### config.mk
export PLATFORM = sky130hd
export DESIGN_NAME = hdmi_frame_packer
export DESIGN_NICKNAME = d
export VERILOG_FILES = /design/src/rtl/hdmi_frame_packer.sv
export SDC_FILE = /design/constraint.sdc
export NUM_CORES = 2
export LEC_CHECK = 0
export ABC_AREA = 1
export BUFFER_PORTS_ARGS = -buffer_cell sky130_fd_sc_hd__buf_2
export CAP_MARGIN = 10
export CORE_AREA = 2 2 436 438
export DETAILED_ROUTE_END_ITERATION = 7
export DIE_AREA = 0 0 438 440
export PLACE_DENSITY = 0.77
export SYNTH_ARGS = -nofsm -noshare
export SYNTH_HDL_FRONTEND = slang
export SYNTH_SLANG_ARGS = --single-unit
### constraint.sdc
create_clock -name hdmi_pix_clk_in -period 11.25 [get_ports hdmi_pix_clk_in]
set_clock_uncertainty 0.2 [all_clocks]
set_input_delay 1.6875 -clock hdmi_pix_clk_in [delete_from_list [all_inputs] [get_ports hdmi_pix_clk_in]]
set_output_delay 1.6875 -clock hdmi_pix_clk_in [all_outputs]
set_load 0.005 [all_outputs]
### src/rtl/hdmi_frame_packer.sv
// Packs 8 RGB565 pixels per 128-bit word tagged with a frame-buffer word address; optional 2:1 downscale via HDMI_PACK_DECIM_2X_EN.
// Latency: 8th pixel sampled at T -> wr_valid at T+2; words are dropped (sticky overflow) when the FIFO is full.
module hdmi_frame_packer #(
    parameter int H_ACTIVE    = 1280,
    parameter int V_ACTIVE    = 720,
    parameter int FIFO_DEPTH  = 16,
    parameter int ADDR_WIDTH  = 28,
    parameter int BASE_ADDR   = 0,
    parameter int LINE_STRIDE = 160
) (
    input  logic                  hdmi_pix_clk_in,
    input  logic                  rst,
    input  logic                  vs_in,
    input  logic                  de_in,
    input  logic [15:0]           rgb565_in,
    output logic [127:0]          wr_data,
    output logic [ADDR_WIDTH-1:0] wr_addr,
    output logic                  wr_valid,
    input  logic                  wr_ready,
    output logic                  frame_start,
    output logic                  line_done,
    output logic                  overflow
);

`ifdef HDMI_PACK_DECIM_2X_EN
    localparam bit DECIM = 1'b1;
`else
    localparam bit DECIM = 1'b0;
`endif

    localparam logic [15:0] H_LIM = 16'(H_ACTIVE);
    localparam logic [15:0] V_LIM = DECIM ? 16'(V_ACTIVE / 2) : 16'(V_ACTIVE);
    localparam int AW = $clog2(FIFO_DEPTH);

    logic                  vs_r, vs_rr, de_r, de_rr;
    logic [15:0]           pix_r;
    logic [2:0]            pix_cnt;
    logic [15:0]           col_cnt;
    logic [15:0]           line_cnt;
    logic                  line_odd;
    logic [ADDR_WIDTH-1:0] line_base;
    logic [ADDR_WIDTH-1:0] word_in_line;
    logic [127:0]          pack_dat;
    logic                  push_vld;
    logic [127:0]          push_dat;
    logic [ADDR_WIDTH-1:0] push_addr;

    logic vs_rise, de_fall, line_ok, col_ok, accept, line_close;

    assign vs_rise    = vs_r & ~vs_rr;
    assign de_fall    = de_rr & ~de_r;
    assign line_ok    = (line_cnt < V_LIM) & ~(DECIM & line_odd);
    assign col_ok     = (col_cnt < H_LIM) & ~(DECIM & col_cnt[0]);
    assign accept     = de_r & line_ok & col_ok & ~vs_rise;
    assign line_close = de_fall & line_ok & ~vs_rise;

    always_ff @(posedge hdmi_pix_clk_in) begin
        if (rst) begin
            vs_r         <= 1'b0;
            vs_rr        <= 1'b0;
            de_r         <= 1'b0;
            de_rr        <= 1'b0;
            pix_r        <= '0;
            pix_cnt      <= '0;
            col_cnt      <= '0;
            line_cnt     <= '0;
            line_odd     <= 1'b0;
            line_base    <= ADDR_WIDTH'(BASE_ADDR);
            word_in_line <= '0;
            pack_dat     <= '0;
            push_vld     <= 1'b0;
            push_dat     <= '0;
            push_addr    <= '0;
            frame_start  <= 1'b0;
            line_done    <= 1'b0;
        end else begin
            vs_r        <= vs_in;
            vs_rr       <= vs_r;
            de_r        <= de_in;
            de_rr       <= de_r;
            pix_r       <= rgb565_in;
            frame_start <= vs_rise;
            line_done   <= 1'b0;
            push_vld    <= 1'b0;
            if (vs_rise) begin
                // Partial word of the old frame is discarded; queued words still drain.
                pix_cnt      <= '0;
                col_cnt      <= '0;
                line_cnt     <= '0;
                line_odd     <= 1'b0;
                line_base    <= ADDR_WIDTH'(BASE_ADDR);
                word_in_line <= '0;
                pack_dat     <= '0;
            end else begin
                if (de_r && col_cnt != 16'hFFFF)
                    col_cnt <= col_cnt + 16'd1;
                if (accept) begin
                    pix_cnt <= pix_cnt + 3'd1;
                    if (pix_cnt == 3'd7) begin
                        push_vld     <= 1'b1;
                        push_dat     <= {pix_r, pack_dat[111:0]};
                        push_addr    <= line_base + word_in_line;
                        word_in_line <= word_in_line + ADDR_WIDTH'(1);
                        pack_dat     <= '0;
                    end else begin
                        pack_dat[{pix_cnt, 4'b0000} +: 16] <= pix_r;
                    end
                end
                if (de_fall) begin
                    col_cnt  <= '0;
                    line_odd <= DECIM & ~line_odd;
                end
                if (line_close) begin
                    // Unfilled slots are already zero, so the flush pushes pack_dat as-is.
                    if (pix_cnt != 3'd0) begin
                        push_vld  <= 1'b1;
                        push_dat  <= pack_dat;
                        push_addr <= line_base + word_in_line;
                    end
                    line_done    <= 1'b1;
                    line_cnt     <= line_cnt + 16'd1;
                    line_base    <= line_base + ADDR_WIDTH'(LINE_STRIDE);
                    word_in_line <= '0;
                    pix_cnt      <= '0;
                    pack_dat     <= '0;
                end
            end
        end
    end

    logic [127:0]          mem_dat  [FIFO_DEPTH];
    logic [ADDR_WIDTH-1:0] mem_addr [FIFO_DEPTH];
    logic [AW-1:0]         wr_ptr, rd_ptr;
    logic [AW:0]           count;
    logic                  full, do_pop, do_push;

    assign full     = (count == (AW+1)'(FIFO_DEPTH));
    assign wr_valid = (count != '0);
    assign do_pop   = wr_valid & wr_ready;
    assign do_push  = push_vld & (~full | do_pop);
    assign wr_data  = wr_valid ? mem_dat[rd_ptr]  : '0;
    assign wr_addr  = wr_valid ? mem_addr[rd_ptr] : '0;

    always_ff @(posedge hdmi_pix_clk_in) begin
        if (do_push) begin
            mem_dat[wr_ptr]  <= push_dat;
            mem_addr[wr_ptr] <= push_addr;
        end
    end

    always_ff @(posedge hdmi_pix_clk_in) begin
        if (rst) begin
            wr_ptr   <= '0;
            rd_ptr   <= '0;
            count    <= '0;
            overflow <= 1'b0;
        end else begin
            if (do_push)
                wr_ptr <= wr_ptr + AW'(1);
            if (do_pop)
                rd_ptr <= rd_ptr + AW'(1);
            case ({do_push, do_pop})
                2'b10:   count <= count + (AW+1)'(1);
                2'b01:   count <= count - (AW+1)'(1);
                default: count <= count;
            endcase
            if (push_vld && full && !do_pop)
                overflow <= 1'b1;
        end
    end

endmodule
; Yosys cells after proc, flatten, opt, wreduce, memory -nomap -nowiden
; Memory sizes are Yosys's and may differ from the RTL's. A register that Yosys moved wholly into a read port is not among the register bits.
; Index checks and enable logic that the tools add are counted.
; Widths: inputs -> output; s select.
[op_classes]
n_lt_le_gt_ge = 2
n_eq_ne = 5
n_shift = 2
n_reduce_logical = 11
addsub = 11
n_mux = 24
n_bitwise = 14
[op_table]
columns = op, n
row1 = $mux 128, 6
row2 = $mux 28, 5
row3 = $bwmux 128, 1
row4 = $shift 16x9->128 const A, 1
row5 = $shiftx 16x9->128, 1
row6 = $add 16x1->16 const B, 2
row7 = $add 28x1->28 const B, 1
row8 = $add 28x28->28, 1
row9 = $add 28x8->28 const B, 1
row10 = $lt 16x10->1 const B, 1
row11 = $lt 16x11->1 const B, 1
row12 = $mux 4, 4
row13 = $ne 16x16->1 const B, 1
row14 = $pmux 5 s2, 1
row15 = $and 1x1->1, 9
row16 = $neg 7->9, 1
row17 = $add 4x1->4 const B, 2
row18 = $mux 1, 7
row19 = $reduce_or 3->1, 2
row20 = $add 5x1->5 const B, 1
row21 = $eq 5x5->1 const B, 1
row22 = $reduce_bool 5->1, 1
row23 = $sub 5x1->5 const B, 1
row24 = $not 1->1, 4
row25 = other kinds (11), 13
[word_totals]
regBits = 412
ram_bits = 2496
in_bits = 21
memories = 2
out_inout_bits = 160
[mem_list]
columns = memory, words, word_bits, rd, rd_clocked_by_memory_dff, write_ports, line_no
row1 = mem_dat, 16, 128, 1, 1, 1, 131  ; logic [127:0] mem_dat [FIFO_DEPTH];
row2 = mem_addr, 16, 28, 1, 1, 1, 132  ; logic [ADDR_WIDTH-1:0] mem_addr [FIFO_DEPTH];

; Longest topological paths before layout
[logic_depth]
word_depth = 7
depth_mapped = 14
ltp_nobuf = 14

; Worst setup path after synthesis
; Ideal clock, no wire load.
[synth_timing]
kind = input to register
start = input port wr_ready
end = memory mem_addr[11][0] (enable)
arrival_time_ps = 8662
required_time_ps = 10376
path_slack_ps = 1714
cell_stages = 8
path_cell_list = inv_1 nand2_1 nor2_1 inv_1 nand2_1 inv_1 nand2_1 nor2_1
[synth_via]
elab_chain_len = 5
[synth_lines]
columns = item, line_no
row1 = from (decl), 19  ; input logic wr_ready,
row2 = $and 1x1->1, 139  ; assign do_pop = wr_valid & wr_ready;
row3 = $or 1x1->1, 140  ; assign do_push = push_vld & (~full | do_pop);
row4 = $and 1x1->1, 140
row5 = $mux 1, 145  ; if (do_push) begin
row6 = $mux 1 (implied by the code), 147  ; mem_addr[wr_ptr] <= push_addr;
row7 = to (decl), 132
; No other way between the ends.

==> impl_metrics.py <==
metrics = {
    "routing": {
        "initialDrtViolationCount": 11254,
        "detail-route-antenna-nets": 0,
        "routed-via-count": 77745,
        "wirelength_per_cell_microns": 25.9,
        "routed_wirelength_mm": 307,
        "detail_route.drc_violations": 0,
        "routed_via_density": 6.56,
        "drt_pass1_iterations": 8,
    },
    "yosys": {
        "synth_enable_flop_cells": 2496,
        "synthesis.area_sq_um": 114000,
        "average_cell_area_after_synthesis_sq_um": 12.5,
        "seq_area_frac_synth_pct": 72.8,
        "synthesis.nets": 9239,
        "synth_flop_cell": "sky130_fd_sc_hd__edfxtp_1",
        "asyncSetResetFlopFracSynth_pct": 0,
        "synth-seq-cells": 2907,
        "netlist_instances": 9177,
        "yosys.cell_types.count": 53,
        "synth.yosys.warnings": 0,
    },
    "clocking": {
        "clk_pin_slew_ps": 60,
        "ctsResizeCount": 0,
        "post-cts-setup-buffers": 0,
        "insertion_delay_ps": 960,
        "clock_path_buffers": 4,
        "tritoncts": "yes",
        "cts-buffers-inserted": 294,
        "cts_hold_bufs": 0,
        "htreeDepth": 5,
        "cts_num_sinks": 2907,
        "cts_root_buffer": "sky130_fd_sc_hd__clkbuf_16",
    },
    "placement": {
        "count_of_port_buffers_added_during_placement": 180,
        "dpl_cell_area_sq_um": 117000,
        "gp_routability_congestion": 0.913,
        "detailed_placement_wirelength_estimate_mm": 154,
    },
    "cells_and_area": {
        "syn_to_final_growth_pct": 9.97,
        "fraction_of_final_layout_cells_with_drive_strength_greater_than_1_pct": 7.95,
        "final_common_cell": "sky130_fd_sc_hd__edfxtp_1",
        "layout.core_utilization_pct": 66.7,
        "finish.net_count": 9190,
        "most-common-layout-cells": "sky130_fd_sc_hd__edfxtp_1, sky130_fd_sc_hd__nor2_1, sky130_fd_sc_hd__o21ai_0, sky130_fd_sc_hd__nand2_1, sky130_fd_sc_hd__o221ai_1",
        "layout.filler_cells": 12845,
        "fin_area_sq_um": 126000,
    },
    "pwr": {
        "power.static_leakage_nw": 40.0,
        "power_report.internal_total_mw": 18.5,
        "max-vdd-ir-drop_uv": 285,
        "combinational_share_of_power_pct": 20.3,
        "pwr_density_cell_nw_per_um2": 210,
        "power.switching_mw": 7.93,
        "sequentialPowerShare_pct": 44.3,
        "power.share.switching_pct": 30.0,
        "clkPwrFrac_pct": 35.4,
    },
    "worst_setup_path": {
        "timing.critical_path.arrival_ps": 6000,
        "timing.critical_path.from_type": "flip-flop",
        "critical_path_rt_ps": 9360,
        "setup.worst_path.end_class": "output pin",
        "timing.critical_path.fanout_max": 100,
        "timing.rr.start": "pix_cnt[0]",
        "critPathKind": "flip-flop to output pin",
    },
    "floorplanning": {
        "initial_core_util_pct": 60.6,
        "die_h_microns": 440,
        "design.portCount": 181,
        "die_w_microns": 438,
        "placementRows": 160,
        "floorplan.core_area_sq_um": 189000,
        "die_area_sq_um": 193000,
    },
    "sta": {
        "grt_setup_unrepaired": "false",
        "report.final.slew_viol_count": 0,
        "fmaxAchievable_mhz": 127,
        "finalHoldViolations": 0,
        "final_min_period_over_clock_period_pct": 70.1,
        "finalSetupTns_ps": 0,
        "slew-limit-headroom_pct": 1.51,
        "finalSetupViolCount": 0,
        "post-route-min-period_ps": 7890,
        "worst_slew_pin_slew_ps": 1480,
    },
    "grt": {
        "grt_pass1_vias": 75200,
        "antenna_violations_before_repair": 9,
        "grt_max_degree": 348,
        "global_route_wire_length_before_repair_mm": 455,
        "globalRoute.totalOverflow": 0,
        "grtUsageTotal_pct": 31.2,
    },
    "flow_run": {
        "maxCapViolCount": 0,
    },
    "outcome": {
        "run_status": "completed",
    },
    "hold_path": {
        "hold_class": "flip-flop to flip-flop",
        "min-delay-start": "line_cnt[14]",
    },
}
## metal layers
metal | vias up | wire [microns] | track usage [%]
met5 | - | 54 | 0
li1 | 33728 | - | -
met3 | 915 | 34800 | 5.91
met2 | 4978 | 145000 | 49.7
met1 | 38118 | 113000 | 42.0
met4 | 6 | 14000 | 14.4
## kinds of logic after synthesis
family / share of synthesized area (%)
buffers and inverters: 3.61
adder cells (fa/ha/maj): 0.462
AO/OA/AOI/OAI: 13.8
flip-flops: 72.8
XOR/XNOR: 0.368
AND/OR/NAND/NOR: 9.05
## worst paths after layout
check                               endpoint  slack [ps]  cells after the start
worst max-delay path            wr_data[123]        3360                      8
worst max register to register  push_dat[21]        6230                     11
worst min register to register  line_cnt[14]         230                      2
worst min-delay path            line_cnt[14]         230                      2
## synthesized netlist by cell type (7+ instances only)
| cell type | number | share of area, % |
|---|---|---|
| sky130_fd_sc_hd__xnor2_1 | 17 | 0.13 |
| sky130_fd_sc_hd__a21oi_1 | 372 | 1.6 |
| sky130_fd_sc_hd__inv_2 | 9 | 0.030 |
| sky130_fd_sc_hd__o21ai_0 | 1392 | 6.1 |
| sky130_fd_sc_hd__o21ai_1 | 19 | 0.083 |
| sky130_fd_sc_hd__nand2_1 | 793 | 2.6 |
| sky130_fd_sc_hd__nand3_1 | 208 | 0.91 |
| sky130_fd_sc_hd__buf_1 | 14 | 0.046 |
| sky130_fd_sc_hd__o22ai_1 | 183 | 1.0 |
| sky130_fd_sc_hd__nand4_1 | 24 | 0.13 |
| sky130_fd_sc_hd__buf_2 | 100 | 0.44 |
| sky130_fd_sc_hd__clkbuf_1 | 417 | 1.4 |
| sky130_fd_sc_hd__ha_1 | 39 | 0.43 |
| sky130_fd_sc_hd__nor3_1 | 61 | 0.27 |
| sky130_fd_sc_hd__nand3b_1 | 10 | 0.066 |
| sky130_fd_sc_hd__nor3b_1 | 7 | 0.046 |
| sky130_fd_sc_hd__edfxtp_1 | 2496 | 66 |
| sky130_fd_sc_hd__o221ai_1 | 449 | 3.4 |
| sky130_fd_sc_hd__buf_4 | 59 | 0.39 |
| sky130_fd_sc_hd__xor2_1 | 31 | 0.24 |
| sky130_fd_sc_hd__o211ai_1 | 195 | 1.3 |
| sky130_fd_sc_hd__a22oi_1 | 8 | 0.053 |
| sky130_fd_sc_hd__buf_6 | 32 | 0.32 |
| sky130_fd_sc_hd__inv_1 | 294 | 0.97 |
| sky130_fd_sc_hd__dfxtp_1 | 411 | 7.2 |
| sky130_fd_sc_hd__nor2_1 | 1480 | 4.9 |
## power by group through the flow
stage               registers (mW)  clock network (mW)  logic, mW
floorplan                     11.8                   0       3.56
global placement              11.9                   0       5.03
detailed placement            11.9                   0       5.23
CTS                           11.7                9.39       5.28
global route                  11.7                9.81       5.79
finish                        11.7                9.36       5.36
## critical path: stages, from the launching register on
cell	delay (ps)
sky130_fd_sc_hd__dfxtp_4	880
sky130_fd_sc_hd__buf_4	780
sky130_fd_sc_hd__buf_4	840
sky130_fd_sc_hd__buf_4	830
sky130_fd_sc_hd__o21ai_0	230
sky130_fd_sc_hd__o221ai_1	240
sky130_fd_sc_hd__o211ai_1	130
sky130_fd_sc_hd__a21oi_1	550
sky130_fd_sc_hd__buf_2	220
## per-stage QoR
stage	total power, mW	setup slack, ps	hold slack, ps	instances
after detailed placement	17.1	4520	221	11342
after global routing	27.3	3090	255	11850
after CTS	26.4	3540	230	11848
after global placement	16.9	4700	214	11342
final	26.4	3360	230	11852
after floorplan	15.4	1710	208	9177
## sequential cells by signal (all words and copies together) (netlist names), named ones only
| register | flops |
|---|---|
| col_cnt | 16 |
| de_r | 1 |
| mem_dat | 2048 |
| rd_ptr | 4 |
| vs_rr | 1 |
| de_rr | 1 |
| pix_r | 16 |
| word_in_line | 28 |
| overflow | 1 |
| line_cnt | 16 |
| vs_r | 1 |
| pack_dat | 128 |
| line_done | 1 |
| push_dat | 128 |
| pix_cnt | 3 |
| count | 5 |
| push_addr | 28 |
| frame_start | 1 |
| mem_addr | 448 |
| push_vld | 1 |
| line_base | 23 |
| wr_ptr | 4 |
## cell type report
class / count / area [sq um] / share of cell area (%)
timing repair buffer: 280 / 1900 / 1.51
tap: 2511 / 3140 / 2.50
clock buffer: 403 / 8270 / 6.58
multi-input combinational: 5337 / 27200 / 21.6
inverter: 308 / 1210 / 0.962
clock inverter: 103 / 845 / 0.672
sequential: 2907 / 83200 / 66.2
antenna: 3 / 7.51 / 0.00597
Note: power is estimated with default switching activity, not from simulation.
